## config.mk

```make
export PLATFORM = sky130hd
export DESIGN_NAME = time_divider_prog_flat
export DESIGN_NICKNAME = d
export VERILOG_FILES = /design/src/rtl/time_divider_pkg.sv /design/src/rtl/time_divider_prog_if.sv /design/src/rtl/time_divider_cfg.sv /design/src/rtl/time_divider_prog.sv /design/src/flat_wrapper.sv
export SDC_FILE = /design/constraint.sdc
export NUM_CORES = 1
export LEC_CHECK = 0
export ABC_CLOCK_PERIOD_IN_PS = 6650
export CORE_AREA = 10 10 92 94
export CTS_BUF_LIST = sky130_fd_sc_hd__clkbuf_8
export CTS_CLUSTER_DIAMETER = 100
export DETAILED_ROUTE_END_ITERATION = 8
export DIE_AREA = 0 0 102 104
export GPL_TIMING_DRIVEN = 0
export PLACE_DENSITY = 0.83
export SYNTH_ARGS = -nofsm -noshare
export SYNTH_HDL_FRONTEND = slang
export SYNTH_HIERARCHICAL = 1
export SYNTH_SLANG_ARGS = --single-unit
```

## constraint.sdc

```tcl
create_clock -name i_CLK -period 6.65 [get_ports i_CLK]
set_clock_uncertainty 0.2 [all_clocks]
set_input_delay 0.9975 -clock i_CLK [delete_from_list [all_inputs] [get_ports i_CLK]]
set_output_delay 0.9975 -clock i_CLK [all_outputs]
set_load 0.02 [all_outputs]
```

## src/rtl/time_divider_pkg.sv

```systemverilog
// ----------------------------------------------------------------------------
// time_divider_pkg
//   Shared constants and helpers for the programmable clock divider.
//   DIV_MIN     : smallest divisor the hardware will run with.
//   low_len()   : number of cycles o_CLK spends low in one period (ceil half).
//   clamp_div() : maps a requested divisor onto the legal range.
//   Helpers work on 32-bit values; callers cast to and from their own width.
// ----------------------------------------------------------------------------
package time_divider_pkg;

    localparam int unsigned DIV_MIN = 2;

    function automatic int unsigned low_len(input int unsigned div);
        return div - (div >> 1);
    endfunction

    function automatic int unsigned clamp_div(input int unsigned div);
        return (div < DIV_MIN) ? DIV_MIN : div;
    endfunction

endpackage

```

## src/rtl/time_divider_prog_if.sv

```systemverilog
// ----------------------------------------------------------------------------
// time_divider_prog_if
//   Control/status bundle of the programmable divider.
//   i_EN      : count enable
//   i_DIV     : requested divisor
//   i_DIV_LD  : one-cycle load strobe for i_DIV
//   o_CLK     : divided clock (registered)
//   o_TICK    : one-cycle pulse in the first high cycle of o_CLK
//   o_CNT     : current phase count
//   o_PEND    : a loaded divisor waits for the next period boundary
//   o_DIV_ACK : one-cycle pulse when a new divisor becomes active
//   master = controller side, slave = divider side.
// ----------------------------------------------------------------------------
interface time_divider_prog_if #(
    parameter int unsigned CNT_W = 16
);
    logic             i_EN;
    logic [CNT_W-1:0] i_DIV;
    logic             i_DIV_LD;
    logic             o_CLK;
    logic             o_TICK;
    logic [CNT_W-1:0] o_CNT;
    logic             o_PEND;
    logic             o_DIV_ACK;

    modport master (
        output i_EN, i_DIV, i_DIV_LD,
        input  o_CLK, o_TICK, o_CNT, o_PEND, o_DIV_ACK
    );

    modport slave (
        input  i_EN, i_DIV, i_DIV_LD,
        output o_CLK, o_TICK, o_CNT, o_PEND, o_DIV_ACK
    );
endinterface

```

## src/rtl/time_divider_cfg.sv

```systemverilog
// ----------------------------------------------------------------------------
// time_divider_cfg
//   Divisor configuration: holds the shadow divisor, clamps requests, tracks
//   the pending flag and swaps the shadow into the active divisor on a wrap.
//   i_CLK, i_RST : system clock, synchronous active-high reset
//   i_DIV        : requested divisor
//   i_DIV_LD     : load strobe
//   i_WRAP       : enabled wrap of the phase counter (period boundary)
//   o_DIV_ACT    : divisor currently in effect
//   o_PEND       : shadow waiting to be applied
//   o_DIV_ACK    : one-cycle pulse after the shadow has been applied
// ----------------------------------------------------------------------------
module time_divider_cfg
    import time_divider_pkg::*;
#(
    parameter int unsigned CNT_W   = 16,
    parameter int unsigned DEF_DIV = 10
) (
    input  logic             i_CLK,
    input  logic             i_RST,
    input  logic [CNT_W-1:0] i_DIV,
    input  logic             i_DIV_LD,
    input  logic             i_WRAP,
    output logic [CNT_W-1:0] o_DIV_ACT,
    output logic             o_PEND,
    output logic             o_DIV_ACK
);

    logic [CNT_W-1:0] r_div_act;
    logic [CNT_W-1:0] r_shadow;
    logic             r_pend;
    logic             r_ack;
    logic [CNT_W-1:0] w_div_clamped;

    assign w_div_clamped = CNT_W'(clamp_div(32'(i_DIV)));

    always_ff @(posedge i_CLK) begin
        if (i_RST) begin
            r_div_act <= CNT_W'(DEF_DIV);
            r_shadow  <= CNT_W'(DEF_DIV);
            r_pend    <= 1'b0;
            r_ack     <= 1'b0;
        end else begin
            r_ack <= 1'b0;
            // Apply reads the pre-edge shadow, so a load on the wrap edge is
            // not applied now; it re-arms the pending flag for the next wrap.
            if (i_WRAP && r_pend) begin
                r_div_act <= r_shadow;
                r_pend    <= 1'b0;
                r_ack     <= 1'b1;
            end
            if (i_DIV_LD) begin
                r_shadow <= w_div_clamped;
                r_pend   <= 1'b1;
            end
        end
    end

    assign o_DIV_ACT = r_div_act;
    assign o_PEND    = r_pend;
    assign o_DIV_ACK = r_ack;

endmodule

```

## src/rtl/time_divider_prog.sv

```systemverilog
// ----------------------------------------------------------------------------
// time_divider_prog
//   Runtime-programmable clock divider. Produces a registered divided clock,
//   a tick strobe at the rising phase and the live phase count. New divisors
//   are shadowed and take effect at a period boundary.
//   i_CLK : system clock (rising edge)
//   i_RST : synchronous active-high reset
//   bus   : slave side of time_divider_prog_if (enable, divisor load,
//           divided clock, tick, count, pending, ack)
// ----------------------------------------------------------------------------
module time_divider_prog
    import time_divider_pkg::*;
#(
    parameter int unsigned CNT_W   = 16,
    parameter int unsigned DEF_DIV = 10
) (
    input  logic                i_CLK,
    input  logic                i_RST,
    time_divider_prog_if.slave  bus
);

    logic [CNT_W-1:0] r_cnt;
    logic             r_clk;
    logic             r_tick;
    logic [CNT_W-1:0] w_cnt_nxt;
    logic [CNT_W-1:0] w_div_act;
    logic [CNT_W-1:0] w_low_len;
    logic             w_last;
    logic             w_wrap;
    logic             w_pend;
    logic             w_ack;

    time_divider_cfg #(
        .CNT_W   (CNT_W),
        .DEF_DIV (DEF_DIV)
    ) u_cfg (
        .i_CLK     (i_CLK),
        .i_RST     (i_RST),
        .i_DIV     (bus.i_DIV),
        .i_DIV_LD  (bus.i_DIV_LD),
        .i_WRAP    (w_wrap),
        .o_DIV_ACT (w_div_act),
        .o_PEND    (w_pend),
        .o_DIV_ACK (w_ack)
    );

    assign w_low_len = CNT_W'(low_len(32'(w_div_act)));

    always_comb begin
        w_last    = (r_cnt == (w_div_act - CNT_W'(1)));
        w_wrap    = bus.i_EN & w_last;
        w_cnt_nxt = r_cnt;
        if (bus.i_EN) begin
            w_cnt_nxt = w_last ? '0 : (r_cnt + CNT_W'(1));
        end
    end

    // o_CLK and o_TICK are decoded from the next count so they line up with
    // o_CNT in the same cycle. A divisor swap only happens when the next
    // count is 0, which is always in the low phase, so the current divisor
    // is safe to use here.
    always_ff @(posedge i_CLK) begin
        if (i_RST) begin
            r_cnt  <= '0;
            r_clk  <= 1'b0;
            r_tick <= 1'b0;
        end else begin
            r_cnt  <= w_cnt_nxt;
            r_clk  <= (w_cnt_nxt >= w_low_len);
            r_tick <= bus.i_EN && (w_cnt_nxt == w_low_len);
        end
    end

    assign bus.o_CNT     = r_cnt;
    assign bus.o_CLK     = r_clk;
    assign bus.o_TICK    = r_tick;
    assign bus.o_PEND    = w_pend;
    assign bus.o_DIV_ACK = w_ack;

endmodule

```

## src/flat_wrapper.sv

```systemverilog
// flat-port wrapper written by rule: the top's interface ports become plain ports
module time_divider_prog_flat import time_divider_pkg::*;
#(
    parameter int unsigned CNT_W   = 16,
    parameter int unsigned DEF_DIV = 10
)
  (i_CLK, i_RST, bus_i_EN, bus_i_DIV, bus_i_DIV_LD, bus_o_CLK, bus_o_TICK, bus_o_CNT, bus_o_PEND, bus_o_DIV_ACK);
  time_divider_prog_if #(.CNT_W(CNT_W)) bus_i ();
  input  logic i_CLK;
  input  logic i_RST;
  input wire logic [$bits(bus_i.i_EN)-1:0] bus_i_EN;
  input wire logic [$bits(bus_i.i_DIV)-1:0] bus_i_DIV;
  input wire logic [$bits(bus_i.i_DIV_LD)-1:0] bus_i_DIV_LD;
  output wire logic [$bits(bus_i.o_CLK)-1:0] bus_o_CLK;
  output wire logic [$bits(bus_i.o_TICK)-1:0] bus_o_TICK;
  output wire logic [$bits(bus_i.o_CNT)-1:0] bus_o_CNT;
  output wire logic [$bits(bus_i.o_PEND)-1:0] bus_o_PEND;
  output wire logic [$bits(bus_i.o_DIV_ACK)-1:0] bus_o_DIV_ACK;
  assign bus_i.i_EN = bus_i_EN;
  assign bus_i.i_DIV = bus_i_DIV;
  assign bus_i.i_DIV_LD = bus_i_DIV_LD;
  assign bus_o_CLK = bus_i.o_CLK;
  assign bus_o_TICK = bus_i.o_TICK;
  assign bus_o_CNT = bus_i.o_CNT;
  assign bus_o_PEND = bus_i.o_PEND;
  assign bus_o_DIV_ACK = bus_i.o_DIV_ACK;
  time_divider_prog #(.CNT_W(CNT_W), .DEF_DIV(DEF_DIV)) u_core (.i_CLK(i_CLK), .i_RST(i_RST), .bus(bus_i));
endmodule
```

==> results of run 1 <==
-- cell usage after synthesis, drive strengths merged, types with 3 or more instances --
master	count
nor3	23
mux2i	14
or2	5
nor4	7
o21a	3
a21o	4
nand4	11
o21ai	11
nor2	49
nor2b	6
and3	3
buf	12
clkbuf	4
o2111ai	3
xor2	21
or3	4
ha	48
nand3b	3
o211ai	4
o21bai	3
nand2	53
nand3	8
xnor2	27
dfxtp	52
o22ai	3
a21oi	28
nand2b	9
inv	31
-- routing by layer --
metal / track usage / wire length (um)
met3: 0.0272 / 465
met4: 0.0534 / 172
met1: 0.214 / 4220
met2: 0.311 / 4650
met5: 0 / 0
-- report_power, final --
part	switching, mW	internal [mW]
sequential	0.00667	0.319
clock	0.106	0.0736
combinational	0.0248	0.0264
total	0.137	0.419
-- cell type report --
| class | instances | area [um^2] |
|---|---|---|
| Timing Repair Buffer | 38 | 380 |
| Buffer | 16 | 118 |
| Sequential cell | 52 | 1040 |
| Clock inverter | 3 | 20.0 |
| Multi-Input combinational cell | 378 | 2660 |
| Fill cell | 588 | 2180 |
| Clock buffer | 5 | 68.8 |
| Tap cell | 80 | 100 |
| Inverter | 31 | 116 |
-- cells in the final DEF, fill, tap and decap left out, drive strengths merged, types with 4 or more instances in the layout --
cell | Yosys | final
nand2 | 53 | 53
dfxtp | 52 | 52
nor2 | 49 | 49
ha | 48 | 48
clkdlybuf4s50 | 0 | 38
inv | 31 | 32
a21oi | 28 | 28
xnor2 | 27 | 27
nor3 | 23 | 23
xor2 | 21 | 21
mux2i | 14 | 14
buf | 12 | 12
nand4 | 11 | 11
o21ai | 11 | 11
nand2b | 9 | 9
clkbuf | 4 | 9
nand3 | 8 | 8
nor4 | 7 | 7
nor2b | 6 | 6
or2 | 5 | 5
or3 | 4 | 4
o211ai | 4 | 4
a21o | 4 | 4
-- through the flow --
| step | worst slack, ns | utilization | hold WS [ns] |
|---|---|---|---|
| global route | 2.17 | 0.674 | 0.285 |
| detailed placement | 2.47 | 0.660 | 0.253 |
| global placement | 2.53 | 0.660 | 0.245 |
| floorplan | 3.11 | - | 0.229 |
| CTS | 2.45 | 0.674 | 0.267 |
| finish | 2.41 | 0.674 | 0.266 |
-- tightest hold or removal path: stages (launching register included) --
cell     delay, ns
dfxtp_1       0.33
nand2_2       0.06
a21oi_2       0.04
-- state kept, by name (all words and copies together), names as in the netlist --
signal                  cells
u_core/u_cfg/o_DIV_ACT     16
u_core/u_cfg/o_PEND         1
u_core/u_cfg/r_shadow      16
u_core/u_cfg/o_DIV_ACK      1
u_core/bus.o_CLK            1
u_core/bus.o_TICK           1
u_core/bus.o_CNT           16
-- worst max-delay path by stage --
stage	end	from	cells after the start	slack (ns)
2_1_floorplan	u_core/bus.o_CLK	u_core/u_cfg/o_DIV_ACT[2]	17	3.11
3_3_place_gp	u_core/bus.o_CLK	u_core/u_cfg/o_DIV_ACT[2]	17	2.53
3_5_place_dp	u_core/bus.o_CLK	u_core/u_cfg/o_DIV_ACT[2]	17	2.47
4_1_cts	u_core/bus.o_CLK	u_core/u_cfg/o_DIV_ACT[2]	17	2.45
5_1_grt	u_core/bus.o_CLK	u_core/u_cfg/o_DIV_ACT[2]	17	2.17
6_report	u_core/bus.o_CLK	u_core/u_cfg/o_DIV_ACT[2]	17	2.41
-- cell families (layout without fill, tap and decap cells) --
logic type / after synthesis / count (layout) / share of synthesized area
muxes: 14 / 14 / 0.0356
xor gates and xnor gates: 48 / 48 / 0.107
AOI/OAI and AO/OA: 80 / 80 / 0.142
DFF: 52 / 52 / 0.265
adders and majority gates: 49 / 49 / 0.158
and+or+nand+nor: 187 / 187 / 0.234
buffers and inverters: 47 / 93 / 0.0595
==> flow_summary.toml, run 1 <==
[logic_synthesis]
synthFlopType = "dfxtp_1"
ys_ff_latch = 52
netlist_area_um2 = 3930
seq_area_frac_synth = 0.265
synth.avg_cell_area_um2 = 8.24
netlist_top_cells_area = "dfxtp_1, ha_1, xnor2_1"
syn_nets = 546
yosysTopAreaCell = "dfxtp_1"
synthesis.instances = 477
netlist-cell-type-count = 58
synth.top_cell.area_share = 0.265
async_reset_ff_frac = 0
synth_warnings = 6
synth_edf_count = 0

[pwr]
p_total_mw = 0.556
p_leak_nw = 1.83
power_density_nw_per_um2 = 123
irDropWorstVdd_mv = 0.105

[hold_path]
hold_class = "register to register"
min_to = "u_core/u_cfg/o_DIV_ACT[2]"
whs_path_depth = 2
min_from = "u_core/u_cfg/r_shadow[2]"

[cts]
worst_skew_pair.late_latency_ns = 0.30
cts_tree = "done"
numCtsBuffers = 5
post_cts_buffers = 0
cts_max_level = 2
clk_pin_slew_ns = 0.10
clk_path_buf_depth = 2
cts_resized = 0
cts.sink_count = 52
hold_buffers = 0
clock-root-buffer = "clkbuf_8"

[cells_and_area]
antenna_cells = 0
area_delta_synth_final_pct = 14.5
fin_cells = 603
drive_gt1_frac = 0.0899
fin_area_um2 = 4500
num-nets-final = 591

[setup_path]
worst_ep_arrival_time_ns = 4.22
startpoint_type = "register"
critical-path-top-delay-family = "compound AO/OA/AOI/OAI gates"
r2r-end = "u_core/bus.o_CLK"
crit_type = "register to register"
slowest_stage = "or3_1"
crit_fanout = 12
cp.required_ns = 6.63
crit_chain = "inv_1 > ha_1 > nand2b_1 > or3_1 > a2111oi_2 > o2111ai_1 > nor3_2 > buf_4 > buf_6 > nor2_1 > ha_1 > a21o_1 > a21o_1 > a21oi_1 > nor2_1 > a211oi_1 > o2bb2ai_1"
r2r_slack_ns = 2.41
cp_num_buf_inv = 3
rr_worst_depth = 17
crit_path_end_kind = "register"
reg2reg_from = "u_core/u_cfg/o_DIV_ACT[2]"
cp_slowest_stage_delay_ns = 0.41

[place]
hpwl_um = 7800
placedInstanceArea_um2 = 4410
place.gp.congestion = 0.914
numPortBuffers = 38
dp_cells = 595

[route]
drtIter0Drc = 234
drc = 0
routed_wl_um = 9520
routedWlPerCell_um = 15.8
drt_first_pass_iters = 5
via_per_inst = 5.74
ant_nets = 0
vias = 3464

[floorplanning]
io_pins = 40
die_area_um2 = 10600
rows = 30
die_x_um = 102
start_util = 0.589
die_h_um = 104
core_um2 = 6680

[timing]
setup_violations = 0
hold_violations = 0
finalMaxSlewViolations = 0
maxSlewHeadroom = 0.603
tightest_slew_ns = 0.588
rsz0062_at_grt = "no"
fin_crit_sh = 0.638
fin_setup_tns_ns = 0
finalCriticalPeriod_ns = 4.24
max_freq_ghz = 0.236

[grt]
grt-ovfl-total = 0
antenna_found_initial = 0
gr-usage-all-layers = 0.178
grt_pass1_wl_um = 15900
grt_max_degree = 17
grt_pass1_vias = 3554

[flow_run]
cap_violations = 0

[outcome]
status = "finished, final reports clean"
No activity file was read; power rests on OpenSTA's default activity.
==> run 2, diff against run 1 <==
ABC_CLOCK_PERIOD_IN_PS = 4000   (was 6650)
clock period = 4 ns   (was 6.65 ns; I/O delays follow)
==> flow_summary.toml, run 2 (same netlist as run 1, synthesis figures left out) <==
[outcome]
status = "finished, final reports clean"

[timing]
maxSlewHeadroom = 0.602
whs_ns = 0.259
finalCriticalPeriod_ns = 3.84
rsz0062_at_grt = "no"
hold_violations = 0
setup_violations = 0
fin_setup_tns_ns = 0
max_freq_ghz = 0.261
finalMaxSlewViolations = 0
fin_crit_sh = 0.959
tightest_slew_ns = 0.589

[cells_and_area]
mostFrequentLayoutCell = "nor2_1"
area_delta_synth_final_pct = 17.6
fillers = 559
drive_gt1_frac = 0.137
fin_cells = 607
antenna_cells = 0
mostFrequentLayoutCells = "nor2_1, dfxtp_1, nand2_1, ha_1, clkdlybuf4s50_1"
num-nets-final = 595

[pwr]
p_total_mw = 0.927
p_leak_nw = 1.85
irDropWorstVdd_mv = 0.176
power_density_nw_per_um2 = 200

[grt]
antenna_found_initial = 0
gr-usage-all-layers = 0.180
grt_pass1_vias = 3560
grt_max_degree = 17
grt-ovfl-total = 0
grt_pass1_wl_um = 16000

[hold_path]
whs_path_depth = 2
hold_class = "register to register"
min_from = "u_core/u_cfg/r_shadow[2]"

[route]
vias = 3508
drtIter0Drc = 291
routedWlPerCell_um = 16.1
drc = 0
ant_nets = 0
routed_wl_um = 9740
via_per_inst = 5.78
drt_first_pass_iters = 4

[setup_path]
reg2reg_from = "u_core/u_cfg/o_DIV_ACT[2]"
cp.required_ns = 3.98
rr_worst_depth = 16
crit_path_end_kind = "register"
crit_fanout = 15
cp-startpoint = "u_core/u_cfg/o_DIV_ACT[2]"
startpoint_type = "register"
crit_type = "register to register"
worst_ep_arrival_time_ns = 3.82

[floorplanning]
die_h_um = 104
io_pins = 40
start_util = 0.589
core_um2 = 6680
die_area_um2 = 10600
die_x_um = 102
rows = 30

[cts]
cts_max_level = 2
cts_tree = "done"
numCtsBuffers = 5
clk_path_buf_depth = 2
hold_buffers = 0
worst_skew_pair.late_latency_ns = 0.30
clk_pin_slew_ns = 0.10
cts.sink_count = 52
clock-root-buffer = "clkbuf_8"

[place]
hpwl_um = 7800
place.gp.congestion = 0.914
numPortBuffers = 38
dp_cells = 595

[flow_run]
cap_violations = 0
-- run 2: routing by layer --
layer  part of all wire  vias to the layer above  GRT usage
met4              0.020                        0     0.0575
met2               0.49                      118      0.313
met5                  0                        -          0
met3              0.057                       14     0.0272
li1                   -                     1749          -
met1               0.43                     1627      0.216
-- run 2: worst max-delay path: stages, from the launching register on --
cell and delay (ns):
dfxtp_2 0.36, inv_2 0.10, ha_2 0.21, nand4_1 0.22, or3_1 0.44, a22oi_2 0.22
o2111ai_2 0.18, nor3_2 0.27, buf_6 0.22, nor2_1 0.07, ha_1 0.31, a21o_1 0.17
a21o_1 0.18, a21oi_1 0.14, nor2_1 0.06, a211oi_2 0.25, o2bb2ai_1 0.11
-- run 2: final cells by class --
type / instances / area [um^2] / share of cell area
multi-input cells: 378 / 2740 / 0.593
inverters: 31 / 116 / 0.0252
repair buffers: 43 / 418 / 0.0904
clock buffers: 5 / 68.8 / 0.0149
plain buffers: 15 / 110 / 0.0238
clock inverters: 3 / 20.0 / 0.00433
flip-flops and latches: 52 / 1050 / 0.226
well taps: 80 / 100 / 0.0216
-- run 2: path summary, 6_finish.rpt --
kind                               end  slack (ns)
max                   u_core/bus.o_CLK        0.16
min          u_core/u_cfg/o_DIV_ACT[2]        0.26
max reg2reg           u_core/bus.o_CLK        0.16
min reg2reg  u_core/u_cfg/o_DIV_ACT[2]        0.26
-- run 2: what timing repair did --
action                                  4_1_cts  5_1_grt
resized for setup                             4       22
pin swaps                                     1        5
buffers inserted                              0        5
endpoints found under the setup margin        1        1
-- run 2: power by group --
group          leakage [nW]  internal [mW]  switching (mW)
registers             0.423          0.530          0.0109
clock network        0.0455          0.122           0.178
logic                  1.38         0.0445          0.0419
-- run 2: stage by stage --
step           worst slack, ns  area (um^2)  utilization
6_report                 0.162         4620        0.692
5_1_grt                0.00926         4620        0.692
4_1_cts                0.00928         4510        0.675
3_5_place_dp            -0.177         4410        0.660
3_3_place_gp            -0.123         4410        0.660
2_1_floorplan            0.457         3930            -
==> run 3, diff against run 2 <==
ABC_CLOCK_PERIOD_IN_PS = 4300   (was 4000)
clock period = 4.3 ns   (was 4 ns; I/O delays follow)
==> flow_summary.toml, run 3 (same netlist as run 1, synthesis figures left out) <==
[outcome]
status = "finished, final reports clean"

[pwr]
p_leak_nw = 1.83
power_density_nw_per_um2 = 190
switchingPower_mw = 0.212
pwr-share-comb = 0.092
seqPwrFrac = 0.585
p_int_mw = 0.648
switching_share = 0.247
p_total_mw = 0.860
irDropWorstVdd_mv = 0.163
p_clk_frac = 0.323

[route]
routed_wl_um = 9580
drtIter0Drc = 210
via_per_inst = 5.77
ant_nets = 0
routedWlPerCell_um = 15.9
drt_first_pass_iters = 5
drc = 0
vias = 3482

[hold_path]
whs_path_depth = 2
hold_class = "register to register"
min_to = "u_core/u_cfg/o_DIV_ACT[2]"
min_from = "u_core/u_cfg/r_shadow[2]"

[place]
numPortBuffers = 38
place.gp.congestion = 0.914
dp_cells = 595
hpwl_um = 7800
place_ws_ns = 0.123

[timing]
tightest_slew_ns = 0.585
fin_ws_ns = 0.176
hold_violations = 0
whs_ns = 0.266
finalMaxSlewViolations = 0
fin_crit_sh = 0.959
maxSlewHeadroom = 0.605
setup_violations = 0
finalCriticalPeriod_ns = 4.12
max_freq_ghz = 0.242

[setup_path]
crit_fanout = 12
reg2reg_from = "u_core/u_cfg/o_DIV_ACT[2]"
cp_slowest_stage_delay_ns = 0.44
startpoint_type = "register"
cp-startpoint = "u_core/u_cfg/o_DIV_ACT[2]"
cp.required_ns = 4.28
critical-path-top-delay-family = "compound AO/OA/AOI/OAI gates"
r2r_slack_ns = 0.18
crit_type = "register to register"
slowest_stage = "a2111oi_2"
crit_chain = "inv_2 > ha_2 > nand2b_1 > or3_1 > a2111oi_2 > o2111ai_2 > nor3_2 > buf_4 > buf_6 > nor2_1 > ha_1 > a21o_1 > a21o_1 > a21oi_1 > nor2_1 > a211oi_2 > o2bb2ai_1"
cp_num_buf_inv = 3
rr_worst_depth = 17
r2r-end = "u_core/bus.o_CLK"
worst_ep_arrival_time_ns = 4.11
crit_path_end_kind = "register"

[cells_and_area]
antenna_cells = 0
seq_area_um2 = 1040
mostFrequentLayoutCell = "dfxtp_1"
fillers = 587
area_delta_synth_final_pct = 14.8
drive_gt1_frac = 0.0975
fin_cells = 603
post-route-util = 0.676
mostFrequentLayoutCells = "dfxtp_1, nor2_1, ha_1, nand2_1, clkdlybuf4s50_1"
multi_input_area_um2 = 2670
num-nets-final = 591

[cts]
clk_pin_slew_ns = 0.10
cts.sink_count = 52
clk_path_buf_depth = 2
worst_skew_pair.late_latency_ns = 0.30
post_cts_buffers = 0
numCtsBuffers = 5
cts_max_level = 2
clock-root-buffer = "clkbuf_8"
cts_tree = "done"

[floorplanning]
rows = 30
core_um2 = 6680
die_x_um = 102
start_util = 0.589
die_area_um2 = 10600
die_h_um = 104
io_pins = 40

[grt]
grt-ovfl-total = 0
grt_pass1_vias = 3554
antenna_found_initial = 0
grt_max_degree = 17
gr-usage-all-layers = 0.178
grt_pass1_wl_um = 15900

[flow_run]
cap_violations = 0
==> run 3: worst reg2reg max path: cells and delay by family (launching register included) <==
kind            cells  cell delay (ns)
flops               1             0.37
fa+ha+maj           2             0.53
compound gates      7             1.52
simple gates        5             0.86
buf+inv             3             0.52
==> run 3: worst max path at each step <==
stage,endpoint,slack (ns),depth (start not counted)
floorplan,u_core/bus.o_CLK,0.76,17
global placement,u_core/bus.o_CLK,0.18,17
detailed placement,u_core/bus.o_CLK,0.12,17
CTS,u_core/bus.o_CLK,0.10,17
global route,u_core/bus.o_CLK,-0.03,17
finish,u_core/bus.o_CLK,0.18,17
==> run 3: cell type report <==
type,count,share of cell area
well taps,80,0.0222
clock inverters,3,0.00443
flip-flops and latches,52,0.231
multi-input cells,378,0.592
inverters,31,0.0258
repair buffers,38,0.0842
plain buffers,16,0.0260
clock buffers,5,0.0152
==> run 3: per-layer routing <==
layer  GRT usage  vias to the layer above  wire length (um)
met2       0.311                      124              4660
met3      0.0272                       19               530
met1       0.214                     1598              4160
met4      0.0534                        0               227
met5           0                        -                 0
li1            -                     1741                 -
==> run 3: power groups by stage <==
| stage | Clock, mW | Combinational, mW | Sequential, mW |
|---|---|---|---|
| 2_1_floorplan | 0 | 0.0417 | 0.514 |
| 3_3_place_gp | 0 | 0.0761 | 0.514 |
| 3_5_place_dp | 0 | 0.0785 | 0.514 |
| 4_1_cts | 0.283 | 0.0788 | 0.503 |
| 5_1_grt | 0.305 | 0.0871 | 0.505 |
| 6_report | 0.277 | 0.0793 | 0.503 |
==> run 3: metrics by stage <==
| step | setup TNS [ns] | area (um^2) |
|---|---|---|
| after floorplan | 0 | 3930 |
| after global placement | 0 | 4410 |
| after detailed placement | 0 | 4410 |
| after CTS | 0 | 4500 |
| after global routing | -0.0255 | 4520 |
| final | 0 | 4520 |
==> run 3: repair_timing <==
action / in CTS / in global routing
gates resized for setup: 0 / 4
endpoints found under the setup margin: 0 / 1
hold buffers: 0 / 0
